File: src/rtl/alu_wb_stage_pkg.sv
// Shared definitions for the ALU writeback stage.
// Function codes, flag bit positions and the writeback entry layout.
package alu_wb_stage_pkg;

    localparam logic [2:0] ADD       = 3'd0;
    localparam logic [2:0] ADC       = 3'd1;
    localparam logic [2:0] SUB       = 3'd2;
    localparam logic [2:0] SBC       = 3'd3;
    localparam logic [2:0] AND       = 3'd4;
    localparam logic [2:0] OR        = 3'd5;
    localparam logic [2:0] XOR       = 3'd6;
    localparam logic [2:0] ADDQ_COND = 3'd7;

    localparam int FLAG_Z = 0;
    localparam int FLAG_C = 1;
    localparam int FLAG_N = 2;

    typedef struct packed {
        logic [4:0]  addr;
        logic [31:0] data;
    } wb_entry_t;

    // Logic ops leave the carry untouched.
    function automatic logic func_sets_carry(input logic [2:0] func);
        logic sets;
        sets = 1'b1;
        unique case (1'b1)
            (func == AND),
            (func == OR),
            (func == XOR): sets = 1'b0;
            default:       sets = 1'b1;
        endcase
        return sets;
    endfunction

endpackage

File: src/rtl/alu_wb_stage_wb_fifo2.sv
// Two-entry writeback FIFO.
// Exposes every slot's valid/addr so the owner can do hazard compares.
module wb_fifo2
    import alu_wb_stage_pkg::*;
(
    input  logic            sys_clk,
    input  logic            xreset,
    input  logic            push,
    input  wb_entry_t       push_entry,
    input  logic            pop,
    output wb_entry_t       head,
    output logic            head_valid,
    output logic [1:0]      count,
    output logic [1:0]      slot_valid,
    output logic [1:0][4:0] slot_addr
);

    wb_entry_t mem [2];
    logic      rd_ptr;
    logic      wr_ptr;
    logic      do_push;
    logic      do_pop;

    assign do_push = push & (count != 2'd2);
    assign do_pop  = pop & (count != 2'd0);

    always_ff @(posedge sys_clk or posedge xreset) begin
        if (xreset) begin
            mem[0] <= '0;
            mem[1] <= '0;
            rd_ptr <= 1'b0;
            wr_ptr <= 1'b0;
            count  <= 2'd0;
        end else begin
            if (do_push) begin
                mem[wr_ptr] <= push_entry;
                wr_ptr      <= ~wr_ptr;
            end
            if (do_pop) begin
                rd_ptr <= ~rd_ptr;
            end
            if (do_push && !do_pop) begin
                count <= count + 2'd1;
            end else if (do_pop && !do_push) begin
                count <= count - 2'd1;
            end
        end
    end

    assign head       = mem[rd_ptr];
    assign head_valid = (count != 2'd0);

    always_comb begin
        slot_valid = '0;
        slot_addr  = '0;
        for (int i = 0; i < 2; i++) begin
            slot_valid[i] = (count == 2'd2)
                          | ((count == 2'd1) & (rd_ptr == 1'(i)));
            slot_addr[i]  = mem[i].addr;
        end
    end

endmodule

File: src/rtl/alu_wb_stage.sv
// ALU writeback/flag stage: flag update, 2-entry result buffer,
// register-file port arbitration and pending-write hazard check.
module alu_wb_stage
    import alu_wb_stage_pkg::*;
#(
    parameter int DEPTH = 2
) (
    input  logic        sys_clk,
    input  logic        xreset,
    input  logic        alu_valid,
    output logic        alu_ready,
    input  logic [31:0] aluq,
    input  logic        alu_co,
    input  logic [2:0]  alu_func,
    input  logic [4:0]  alu_dst,
    input  logic        alu_wb,
    input  logic        alu_flagwe,
    input  logic        flag_wr,
    input  logic [2:0]  flag_din,
    output logic [2:0]  flags,
    input  logic        ext_wr_req,
    output logic        rf_we,
    output logic [4:0]  rf_waddr,
    output logic [31:0] rf_wdata,
    input  logic [4:0]  haz_addr,
    output logic        haz_hit
);

    wb_entry_t       head;
    wb_entry_t       push_entry;
    logic            head_valid;
    logic [1:0]      count;
    logic [1:0]      slot_valid;
    logic [1:0][4:0] slot_addr;
    logic            accept;
    logic            push;
    logic [2:0]      flags_nxt;

    // Ready looks only at registered occupancy, so a pop in a full
    // cycle does not open the gate until the next cycle.
    assign alu_ready = (count != 2'(DEPTH));
    assign accept    = alu_valid & alu_ready;
    assign push      = accept & alu_wb;

    assign push_entry.addr = alu_dst;
    assign push_entry.data = aluq;

    wb_fifo2 u_fifo (
        .sys_clk    (sys_clk),
        .xreset     (xreset),
        .push       (push),
        .push_entry (push_entry),
        .pop        (rf_we),
        .head       (head),
        .head_valid (head_valid),
        .count      (count),
        .slot_valid (slot_valid),
        .slot_addr  (slot_addr)
    );

    assign rf_we    = head_valid & ~ext_wr_req;
    assign rf_waddr = head.addr;
    assign rf_wdata = head.data;

    always_comb begin
        haz_hit = 1'b0;
        for (int i = 0; i < 2; i++) begin
            if (slot_valid[i] && (slot_addr[i] == haz_addr)) begin
                haz_hit = 1'b1;
            end
        end
    end

    always_comb begin
        flags_nxt = flags;
        if (flag_wr) begin
            flags_nxt = flag_din;
        end else if (accept && alu_flagwe) begin
            flags_nxt[FLAG_Z] = (aluq == 32'd0);
            flags_nxt[FLAG_N] = aluq[31];
            if (func_sets_carry(alu_func)) begin
                flags_nxt[FLAG_C] = alu_co;
            end
        end
    end

    always_ff @(posedge sys_clk or posedge xreset) begin
        if (xreset) begin
            flags <= 3'b000;
        end else begin
            flags <= flags_nxt;
        end
    end

endmodule
File: config.mk
export PLATFORM = sky130hd
export DESIGN_NAME = alu_wb_stage
export DESIGN_NICKNAME = d
export VERILOG_FILES = /design/src/rtl/alu_wb_stage_pkg.sv /design/src/rtl/alu_wb_stage_wb_fifo2.sv /design/src/rtl/alu_wb_stage.sv
export SDC_FILE = /design/constraint.sdc
export NUM_CORES = 1
export LEC_CHECK = 0
export BUFFER_PORTS_ARGS = -buffer_cell sky130_fd_sc_hd__clkbuf_2
export CELL_PAD_IN_SITES_DETAIL_PLACEMENT = 1
export CELL_PAD_IN_SITES_GLOBAL_PLACEMENT = 2
export CORE_ASPECT_RATIO = 0.5
export CORE_MARGIN = 2
export CORE_UTILIZATION = 38
export DETAILED_ROUTE_END_ITERATION = 16
export PLACE_DENSITY_LB_ADDON = 0.1
export SKIP_LAST_GASP = 1
export SLEW_MARGIN = 20
export SYNTH_ARGS = -nofsm -noshare
export SYNTH_HDL_FRONTEND = slang
export SYNTH_SLANG_ARGS = --single-unit
File: constraint.sdc
create_clock -name sys_clk -period 7.75 [get_ports sys_clk]
set_clock_uncertainty 0.15 [all_clocks]
set_input_delay 0.775 -clock sys_clk [delete_from_list [all_inputs] [get_ports sys_clk]]
set_output_delay 0.775 -clock sys_clk [all_outputs]
set_load 0.005 [all_outputs]
Yosys cells after proc, flatten, opt, wreduce, memory -nomap -nowiden:

Index checks and enable logic that the tools add are counted.

* reductions and logical operators: 15
* bitwise logic cells: 14
* add/subtract/negate cells: 2
* muxes and demuxes: 16
* $lt $le $gt $ge: 3
* eq/ne operators: 8

Operator list (number)
* 2-to-1 mux 37 bit: 4
* bitwise mux 74 bit: 1
* demux 37 bit (select 1 bit): 1
* zero test 32 bit: 1
* == test 5 bit: 2
* == test 3 bit (second input constant): 3
* nonzero test 2 bit: 4
* bitwise AND 1 bit: 7
* logical AND 1 bit: 6
* 2-to-1 mux 1 bit: 6
* 2-to-1 mux 3 bit: 2
* greater-or-equal comparator 2 bit (second input constant): 2
* 2-to-1 mux 2 bit: 2
* NOT 1 -> 2 bit: 2
* NOT 1 bit: 3
* OR reduction 3 bit: 1
* adder 2 x 1 -> 2 bit (second input constant): 1
* == test 2 x 1 -> 1 bit (second input constant): 1
* == test 2 bit (second input constant): 1
* zero test 1 bit: 2
* less-than comparator 2 x 1 -> 1 bit (second input constant): 1
* != test 2 bit (second input constant): 1
* OR 1 bit: 2
* AND reduction 2 bit: 1
* subtractor 2 x 1 -> 2 bit (second input constant): 1

* register bits after elaboration: 81
* logic and storage cells: 67

Depth between registers and ports, before layout:

Gate-level depths: netlist of run 1.

* word-level depth: 8
* gate-level depth with buffers: 8

By module:

From an unflattened synthesis of run 1, not the netlist that was laid out.

* cells, all modules: 278
* area, all modules: 4092.7 um2

By module, submodules not included
* wb_fifo2: times used 1, area an instance 3691.0 um2, sequential area each 1951.9 um2, cells an instance 232
* alu_wb_stage: times used 1, area an instance 401.6 um2, sequential area each 75.1 um2, cells an instance 46

Worst setup path before layout of run 1:

OpenSTA, ideal clock, no wires.

* path type: input-to-output
* start: in haz_addr[0]
* end: out haz_hit
* arrival time: 1.308 ns
* data required time: 6.825 ns
* stages on the path: 4
* setup slack: 5.517 ns
* path through: xor2_1 -> nor4_1 -> nand3_1 -> o31ai_1

* cells in the longest elaborated chain, start to end: 4

Ends and longest elaborated chain
* start, declared: line alu_wb_stage.sv:25 `input logic [4:0] haz_addr,`
* == test 5 bit: line alu_wb_stage.sv:68 `if (slot_valid[i] && (slot_addr[i] == haz_addr)) begin`
* logical AND 1 bit: line alu_wb_stage.sv:68
* 2-to-1 mux 1 bit: line alu_wb_stage.sv:68
* 2-to-1 mux 1 bit (*): line alu_wb_stage.sv:68
* end, declared: line alu_wb_stage.sv:26 `output logic haz_hit`

Mark *: on every way between the ends. The rest lies on a longest branch, timed or not.

Final worst setup path of run 1:

* start: reg u_fifo.rd_ptr
* end: out haz_hit

* cells in the longest elaborated chain, start to end: 6

Ends and longest elaborated chain
* start, declared: line alu_wb_stage_wb_fifo2.sv:19 `logic rd_ptr;`
* start signal, assigned: line alu_wb_stage_wb_fifo2.sv:40 `rd_ptr <= ~rd_ptr;`
* NOT 1 bit: line alu_wb_stage_wb_fifo2.sv:58 `| ((count == 2'd1) & (rd_ptr == 1'(i)));`
* bitwise AND 1 bit: line alu_wb_stage_wb_fifo2.sv:58
* OR 1 bit: line alu_wb_stage_wb_fifo2.sv:58
* logical AND 1 bit: line alu_wb_stage.sv:68
* 2-to-1 mux 1 bit: line alu_wb_stage.sv:68
* 2-to-1 mux 1 bit (*): line alu_wb_stage.sv:68

Marked as above.

==> results of run 1 <==
## cell families (layout without fill, tap and decap cells)
logic type,count (synthesis),after routing
buffers and inverters,17,123
AND/OR/NAND/NOR,23,23
adder cells (fa/ha/maj),4,4
XOR/XNOR,14,14
multiplexers,114,114
flip-flops,81,81
AO/OA/AOI/OAI,8,8
## power groups by stage
stage	registers, mW	logic [mW]	clock network (mW)
4_1_cts	0.796	0.754	0.458
6_report	0.794	0.735	0.444
2_1_floorplan	0.718	0.530	0
3_3_place_gp	0.780	0.720	0
3_5_place_dp	0.801	0.747	0
5_1_grt	0.827	0.812	0.477
## sequential cells by signal (all words and copies together) (netlist names)
signal            cells
u_fifo.count          2
u_fifo.mem           64
u_fifo.rd_ptr         1
flags                 3
u_fifo.wr_ptr         1
u_fifo.slot_addr     10
## final cells by class
class	count	area, um2	share of cell area [%]
flip-flops and latches	81	2030	43.2
multi-input cells	163	1640	34.9
repair buffers	100	522	11.1
clock buffers	11	233	4.95
well taps	135	169	3.60
clock inverters	5	80.1	1.70
inverters	7	27.5	0.586
## final timing paths
kind                                              end  cells after the start
max                                           haz_hit                      5
min                        u_fifo.mem[19]$_DFFE_PP0P_                      1
max reg2reg                u_fifo.mem[26]$_DFFE_PP0P_                      7
min reg2reg                u_fifo.mem[19]$_DFFE_PP0P_                      1
max in group asynchronous   u_fifo.rd_ptr$_DFFE_PP0P_                      3
min in group asynchronous  u_fifo.mem[56]$_DFFE_PP0P_                      3
## metal layers
metal	wire length, um	GRT usage [%]
met1	3970	21.7
met2	4260	30.2
met3	506	6.05
met4	62	4.53
met5	0	0
## through the flow
stage          cells  utilization (%)  total power [mW]
2_1_floorplan    261                -              1.25
3_3_place_gp     485             45.9              1.50
3_5_place_dp     486             46.1              1.55
4_1_cts          502             49.4              2.01
5_1_grt          502             49.4              2.12
6_report         502             49.4              1.97
## placed cells by master, fill, tap and decap left out, drive strengths merged
cell	instances
clkbuf	109
a21oi	2
nor4	8
dfrtp	81
buf	2
mux2	113
o31ai	1
bufinv	2
nand2	4
o21ai	4
nand4	2
inv	6
clkinvlp	2
nor2b	1
nor2	2
clkinv	2
xor2	7
mux2i	1
nand3b	1
nand3	3
a22oi	1
xnor2	7
or4	2
ha	4
==> key figures, run 1 <==
Floorplan
  • Die ar.: 10,700 um2
  • Core box area: ~9500 um2
  • Starting Density: between 30 and 40%
  • I/O Pins: 99
  • Die Wd: about 140 um
  • # rows: 25
  • Die Y: roughly 74 um

Synth
  • Dominant cells by area after synthesis: dfrtp_1 54%, mux2_2 34%, xnor2_1 1.6%
  • Ys async rst share: between 90% and 100%
  • Post-Synth Adder-Cell Area: ~1.3%
  • Main flop type after synthesis: dfrtp_1
  • Mapped Avg Cell Area: around 14 um2
  • Largest family of logic cells by synthesized area: multiplexers
  • Post-synthesis register bit count: 81
  • Post-synthesis cell type with the largest combined area: dfrtp_1
  • Most common cell in the synthesized netlist: mux2_2
  • Ys Warns: 0
  • Post-Synth Simple-Gate Area: 3.57%
  • XOR/XNOR share of the synthesized area: under 10%
  • Mux contribution to synthesized area: around 34%
  • Post-synthesis cell type count: 26
  • EDFF count, synth: 0
  • Synth Instances: between 200 and 300
  • Top cells by count, synth: 113 x mux2_2, 81 x dfrtp_1, 8 x nor4_1
  • Share of the synthesized area in the top cell type: a little over half
  • Post-Syn Area: roughly 3800 um2
  • Synth Area in Compound Gates: 1.20%
  • Syn nets: 321
  • Seq/Total Area, Yosys: a little over half

Layout
  • Antenna diodes: 0
  • Ratio of cells with drive above 1 in the final layout: a little over three fifths
  • Final Instance Area: around 4700 um2
  • # fillers: roughly 1.0k
  • Area grow syn2layout: 25.2%
  • Final nets: 422

Critical path
  • Reg2reg setup slack: ~5.2 ns
  • WP buf/inv: 1
  • Crit path max-delay family: flip-flops
  • Crit path from: u_fifo.rd_ptr$_DFFE_PP0P_
  • Critical path required time: roughly 6.8 ns
  • RR Startpoint: u_fifo.count[0]$_DFFE_PP0P_
  • Crit path capture type: output pin
  • CP peak stage delay: roughly 1.0 ns
  • Worst Setup Start Kind: flip-flop
  • Worst-path maximum fanout: 40
  • Critical path class: reg2out
  • Worst path cell trace: a21oi_1, nor4_1, nand3_1, o31ai_1, clkbuf_2
  • Critical Path Slowest Stage Cell: dfrtp_2
  • CP arrival: around 2.2 ns

Pwr
  • Net Sw Power: 0.596 mW
  • Clock share of power: between 20 and 25%
  • Switching share of total power: between 30% and 40%
  • Max VDD drop: ~190 uV
  • Power Density: about 420 nW/um2
  • Share of power burned in registers: ~40%
  • Cell internal pwr: roughly 1.4 mW
  • Comb pwr share: 37.2%
  • Pleak: ~2.1 nW

STA
  • Tmin final: 3.10 ns
  • RSZ-0062 raised after global routing: no
  • Final setup fails: 0
  • Final setup TNS: 0 ns
  • Slew headroom: about a third
  • Final Hold Viols: 0
  • Fin Hold WS: 0.351 ns
  • Worst Max-Slew Pin Slew: 1.02 ns
  • Fin worst setup slack: roughly 4.6 ns
  • Period utilisation layout: roughly two fifths
  • Fmax: between 300 and 400 MHz
  • Final Max Slew Viols: 0

Global routing
  • First-pass GRT wire length: ~14,000 um
  • GRT Util Overall: 17.6%
  • Initial antenna violation count: 0
  • Largest net degree at the start of global routing: a little over 80
  • Vias in the first global route: about 2.8k
  • GRT overflow: 0

CTS
  • TritonCTS buffer count: 9
  • Total clock sinks: between 80 and 90
  • CTS tree: built
  • # hold bufs at CTS: 0
  • Longest Clk Path Bufs: 2
  • Post-CTS Setup Bufs: 0
  • CTS root buffer: clkbuf_16
  • Worst-path clk slew: approximately 0.060 ns
  • CTS resizes: 0
  • Later-pin clock latency in the skew report: 0.33 ns
  • H-Tree Level Count: 3

Detailed routing
  • # DRC: 0
  • DR vias/cell: approximately 4.9
  • Drt pass-1 iters: 4
  • Via Count: about 2.5k
  • Antenna-violating nets left: 0
  • Wirelength, routed: roughly 9000 um
  • DR iter-0 viols: 41
  • Routed len/inst: between 15 and 20 um

Worst hold path
  • HP Class: reg2reg
  • Hold wc startpoint: u_fifo.mem[19]$_DFFE_PP0P_

Run
  • Number of max-cap violations: 0

Placed design
  • Gpl congestion: between 0.7 and 0.8
  • Port Buf Inserts: a little under 100
  • Area after DPL: 4380 um2
  • Place WS: about 5 ns
  • Half-perimeter wire length after placement: roughly 6300 um

Outcome
  • Status: finished, final reports clean
(Power assumes the default switching activity.)
==> inputs of run 2 (changes only) <==
--- a/config.mk
+++ b/config.mk
@@ -10,7 +10,7 @@
 export CELL_PAD_IN_SITES_GLOBAL_PLACEMENT = 2
 export CORE_ASPECT_RATIO = 0.5
 export CORE_MARGIN = 2
-export CORE_UTILIZATION = 38
+export CORE_UTILIZATION = 35
 export DETAILED_ROUTE_END_ITERATION = 16
 export PLACE_DENSITY_LB_ADDON = 0.1
 export SKIP_LAST_GASP = 1
==> constraint.sdc (replaced) <==
create_clock -name sys_clk -period 3 [get_ports sys_clk]
set_clock_uncertainty 0.15 [all_clocks]
set_input_delay 0.3 -clock sys_clk [delete_from_list [all_inputs] [get_ports sys_clk]]
set_output_delay 0.3 -clock sys_clk [all_outputs]
set_load 0.005 [all_outputs]
==> run 2 against run 1 <==
  * Non-clock buffer count rose by 8
  * Count of clock-buffer cells in the layout rose by 1
  * Final area barely moved
  * Global-route usage fell by 0.66 points
  * Total power rose by 150%
  * Sequential share of layout area barely moved
  * Largest cell class unchanged
  * Worst setup slack got worse by 4.1 ns
  * Final cell count rose by 2.6%
  * Core utilization fell by 3.9 points
  * Register-to-register slack got worse by 4.3 ns
  * Via count barely moved
==> key figures, run 2 (synthesis results as in run 1) <==
Outcome
  • Status: finished, final reports clean

Detailed routing
  • Routed len/inst: 17.4 um
  • Antenna-violating nets left: 0
  • # DRC: 0
  • Via Count: 2,485
  • DR vias/cell: between 4 and 5
  • Drt pass-1 iters: 4
  • Wirelength, routed: between 8000 and 9000 um
  • DR iter-0 viols: 81

Layout
  • Number of flip-flops in the largest register: 64
  • Final core occ: 45.5%
  • Top reg by flops: u_fifo.mem
  • Most frequent cells in the layout: 113 x mux2_2, 98 x clkbuf_2, 80 x dfrtp_1, 9 x clkbuf_16, 9 x buf_4
  • Final nets: 430
  • Ratio of cells with drive above 1 in the final layout: between 60% and 70%
  • Most common cell after layout, fill and taps aside: mux2_2
  • Antenna diodes: 0
  • Area grow syn2layout: 25.1%

Global routing
  • GRT Util Overall: between 15 and 20%
  • Vias in the first global route: roughly 2.8k
  • GRT overflow: 0
  • Initial antenna violation count: 0
  • First-pass GRT wire length: about 15,000 um
  • Largest net degree at the start of global routing: 47

Placed design
  • Gpl congestion: approximately 0.8
  • Port Buf Inserts: 98
  • Place WS: 0.907 ns
  • Half-perimeter wire length after placement: about 6700 um

Worst hold path
  • HP Class: in2reg

CTS
  • Post-CTS Setup Bufs: 0
  • Later-pin clock latency in the skew report: approximately 0.33 ns
  • CTS root buffer: clkbuf_16
  • Worst-path clk slew: approximately 0.060 ns
  • Longest Clk Path Bufs: 2
  • TritonCTS buffer count: 9
  • Total clock sinks: 81
  • H-Tree Level Count: 3
  • CTS tree: built

Floorplan
  • Die ar.: between 10,000 and 15,000 um2
  • Core box area: ~10,000 um2
  • # rows: 26
  • Starting Density: 36.4%
  • Die Y: roughly 77 um
  • I/O Pins: 99
  • Die Wd: 150 um

STA
  • Final setup fails: 0
  • Tmin final: around 2.4 ns
  • Slew headroom: between 40% and 50%
  • Fin worst setup slack: about 0.59 ns
  • RSZ-0062 raised after global routing: no
  • Period utilisation layout: between 80% and 90%
  • Final Hold Viols: 0
  • Worst Max-Slew Pin Slew: between 0.7 and 0.8 ns
  • Final Max Slew Viols: 0
  • Fmax: 415 MHz
  • Final setup TNS: 0 ns

Critical path
  • Critical path required time: 2.55 ns
  • Worst-path maximum fanout: 24
  • Crit path capture type: output pin
  • Critical path class: reg2out
  • Worst Setup Start Kind: flip-flop
  • CP arrival: ~2.0 ns

Pwr
  • Max VDD drop: between 300 and 400 uV
  • Pleak: around 2.2 nW
  • Power Density: 1050 nW/um2

Run
  • Number of max-cap violations: 0
run 2: changes by cell type in the layout (fill, tap and decap cells not counted):
| cell | change |
|---|---|
| buf_4 | +9 |
| clkinv_2 | +3 |
| bufinv_16 | -2 |
| clkinvlp_4 | -2 |
| buf_12 | -1 |
| buf_6 | -1 |
| clkbuf_1 | +1 |
| dlygate4sd3_1 | +1 |
run 2: what timing repair did:
item | 4_1_cts | 5_1_grt
hold endpoints to repair | 42 | 0
hold buffers | 1 | 0
resized for setup | 0 | 0
run 2: path summary, 6_finish.rpt:
check                                            start  slack, ns  cells after the start                               to
max in group asynchronous                       xreset       1.53                      4        u_fifo.mem[9]$_DFFE_PP0P_
min                                        flag_din[2]       0.04                      3             flags[2]$_DFFE_PP0P_
min in group asynchronous                       xreset       0.48                      3       u_fifo.mem[56]$_DFFE_PP0P_
max                          u_fifo.rd_ptr$_DFFE_PP0P_       0.59                      3                     rf_wdata[22]
max reg2reg                u_fifo.count[0]$_DFFE_PP0P_       0.92                      8  u_fifo.slot_addr[7]$_DFFE_PP0P_
min reg2reg                  u_fifo.mem[8]$_DFFE_PP0P_       0.35                      1        u_fifo.mem[8]$_DFFE_PP0P_
run 2: final cells by class:
class | count | area (um2)
clock buffers | 12 | 236
clock inverters | 4 | 20.0
fillers | 1092 | 5620
inverters | 7 | 27.5
multi-input cells | 163 | 1640
flip-flops and latches | 81 | 2030
well taps | 140 | 175
repair buffers | 108 | 568
run 2: critical path, cell delays in order (launching register included):
cell and delay, ns:
dfrtp_2 0.76, buf_4 0.37, mux2_2 0.38, clkbuf_2 0.11
run 2: report_power, final:
group	switching [mW]	internal, mW	leakage [nW]
registers	0.386	1.64	0.961
logic	0.739	1.20	1.07
clock network	0.413	0.555	0.130
total	1.54	3.40	2.16
run 2: per-layer routing:
metal	vias to the layer above	share of wire [%]	wire [um]	track usage, %
li1	1160	-	-	-
met1	1252	47	4210	22.3
met2	65	47	4230	27.5
met3	8	4.8	427	3.99
met4	0	1.2	106	5.38
met5	-	0	0	0
run 2: metrics by stage:
step	cell area [um2]	cells	hold WS, ns	total power, mW
3_5_place_dp	4430	498	0.307	4.01
6_report	4690	515	0.0365	4.93
2_1_floorplan	3750	261	0.259	3.23
4_1_cts	4690	515	0.0205	5.01
5_1_grt	4690	515	0.0598	5.31
3_3_place_gp	4430	498	0.292	3.91
==> inputs of run 3 (changes only) <==
==> constraint.sdc (replaced) <==
create_clock -name sys_clk -period 2.5 [get_ports sys_clk]
set_clock_uncertainty 0.15 [all_clocks]
set_input_delay 0.25 -clock sys_clk [delete_from_list [all_inputs] [get_ports sys_clk]]
set_output_delay 0.25 -clock sys_clk [all_outputs]
set_load 0.005 [all_outputs]
==> run 3 against run 2 <==
  * Sequential share of layout area shrank 0.90 points
  * Final cell count grew 0.39%
  * Die area unchanged
  * Routed wire length rose by 0.49%
  * Clock power up 43%
  * Worst setup slack got worse by 0.21 ns
  * Count of clock-buffer cells in the layout fell by 2
  * Global-route usage fell by 0.57 points
  * Critical path type unchanged
  * Highest routed layer unchanged
==> key figures, run 3 (synthesis results as in run 1) <==
Outcome
  • Status: finished, final reports clean

Layout
  • Final nets: about 430
  • # fillers: 1,095
  • Final Instance Area: 4790 um2
  • Area grow syn2layout: 27.8%
  • Final instance count without filler cells: between 500 and 600
  • Most frequent cells in the layout: 113 x mux2_2, 98 x clkbuf_2, 80 x dfrtp_1, 9 x clkbuf_16, 8 x nor4_1
  • Number of flip-flops in the largest register: 64
  • Antenna diodes: 0
  • Ratio of cells with drive above 1 in the final layout: a little under two thirds
  • Most common cell after layout, fill and taps aside: mux2_2
  • Final core occ: 46.5%
  • Top reg by flops: u_fifo.mem

Pwr
  • Pleak: roughly 2.2 nW
  • Total power: slightly above 6 mW
  • Power Density: 1280 nW/um2
  • Max VDD drop: 398 uV

Floorplan
  • Die ar.: about 12,000 um2
  • Die Wd: ~150 um
  • Die Y: between 70 and 80 um
  • Core box area: approximately 10,000 um2
  • Starting Density: 36.4%
  • # rows: 26
  • I/O Pins: ~100

Critical path
  • CP peak stage delay: slightly above 0.4 ns
  • Critical Path Slowest Stage Cell: dfrtp_1
  • Worst Setup Start Kind: flip-flop
  • CP arrival: 1.71 ns
  • Critical path class: reg2out
  • Worst-path maximum fanout: 3
  • Most used cell along the critical path: inv_1
  • Crit path capture type: output pin
  • Worst path cell trace: inv_1, ha_1, inv_1, o21ai_0, nand4_1, o31ai_1, clkbuf_2
  • Critical path required time: about 2.1 ns
  • Crit path max-delay family: flip-flops
  • WP buf/inv: 3

Detailed routing
  • DR vias/cell: between 4 and 5
  • DR iter-0 viols: 65
  • Routed len/inst: about 17 um
  • Via Count: 2,520
  • # DRC: 0
  • Drt pass-1 iters: 4
  • Wirelength, routed: between 9000 and 10,000 um
  • Antenna-violating nets left: 0

CTS
  • TritonCTS buffer count: 9
  • Longest Clk Path Bufs: 2
  • H-Tree Level Count: 3
  • Worst-path clk slew: 0.06 ns
  • CTS root buffer: clkbuf_16
  • Later-pin clock latency in the skew report: approximately 0.33 ns
  • CTS resizes: 0
  • Post-CTS Setup Bufs: 0
  • Total clock sinks: 81
  • CTS tree: built

Placed design
  • Port Buf Inserts: 98
  • Placed insts: between 400 and 500
  • Place WS: just over 0.4 ns
  • Gpl congestion: approximately 0.73
  • Area after DPL: ~4500 um2
  • Half-perimeter wire length after placement: 6690 um

STA
  • Final Hold Viols: 0
  • Fin Hold WS: 0.0175 ns
  • RSZ-0062 raised after global routing: no
  • Fin worst setup slack: approximately 0.39 ns
  • Fmax: roughly 470 MHz
  • Slew headroom: between 60 and 70%
  • Final setup TNS: 0 ns
  • Final Max Slew Viols: 0
  • Tmin final: roughly 2.1 ns
  • Period utilisation layout: a little over four fifths
  • Worst Max-Slew Pin Slew: around 0.54 ns
  • Final setup fails: 0

Run
  • Number of max-cap violations: 0

Global routing
  • GRT overflow: 0
  • GRT Util Overall: 16.4%
  • Vias in the first global route: 2,852
  • First-pass GRT wire length: 14,600 um
  • Initial antenna violation count: 0
  • Largest net degree at the start of global routing: 30

Worst hold path
  • HP Class: in2reg
## run 3: what timing repair did
| item | CTS | global route |
|---|---|---|
| hold buffers | 3 | 0 |
| setup endpoints to repair | 0 | 0 |
| endpoints found under the hold margin | 27 | 0 |
## run 3: layout make-up
| type | instances | area (um2) | area share (%) |
|---|---|---|---|
| Sequential cell | 81 | 2030 | 42.3 |
| Multi-Input combinational cell | 163 | 1640 | 34.2 |
| Timing Repair Buffer | 110 | 613 | 12.8 |
| Clock buffer | 10 | 229 | 4.78 |
| Tap cell | 140 | 175 | 3.65 |
| Clock inverter | 6 | 82.6 | 1.72 |
| Inverter | 7 | 27.5 | 0.574 |
## run 3: worst reg2reg max path: stages (launching register included)
cell     delay [ns]
dfrtp_1        0.41
inv_1          0.11
ha_1           0.19
inv_1          0.07
nand3_1        0.17
inv_1          0.11
nand2_2        0.08
buf_4          0.28
mux2_2         0.38
## run 3: worst paths after layout
check | start | to | slack [ns] | cells past startpoint
worst max-delay path | u_fifo.count[1]$_DFFE_PP0P_ | haz_hit | 0.39 | 7
worst min-delay path | alu_dst[4] | u_fifo.slot_addr[9]$_DFFE_PP0P_ | 0.02 | 2
worst max register to register | u_fifo.count[0]$_DFFE_PP0P_ | u_fifo.mem[21]$_DFFE_PP0P_ | 0.43 | 8
worst min register to register | u_fifo.rd_ptr$_DFFE_PP0P_ | u_fifo.rd_ptr$_DFFE_PP0P_ | 0.35 | 1
max in group asynchronous | xreset | u_fifo.mem[43]$_DFFE_PP0P_ | 1.26 | 4
min in group asynchronous | xreset | u_fifo.mem[55]$_DFFE_PP0P_ | 0.33 | 3
## run 3: layer usage
layer  routed length [um]  GRT usage (%)
met1                 4310           21.4
met2                 4190           26.9
met3                  438           4.58
met4                   76           3.96
met5                    0              0
## run 3: power breakdown
group	switching [mW]	internal [mW]	leakage, nW
Combinational	0.966	1.46	1.09
Sequential	0.375	1.97	0.961
Clock	0.513	0.869	0.152
Total	1.85	4.30	2.20
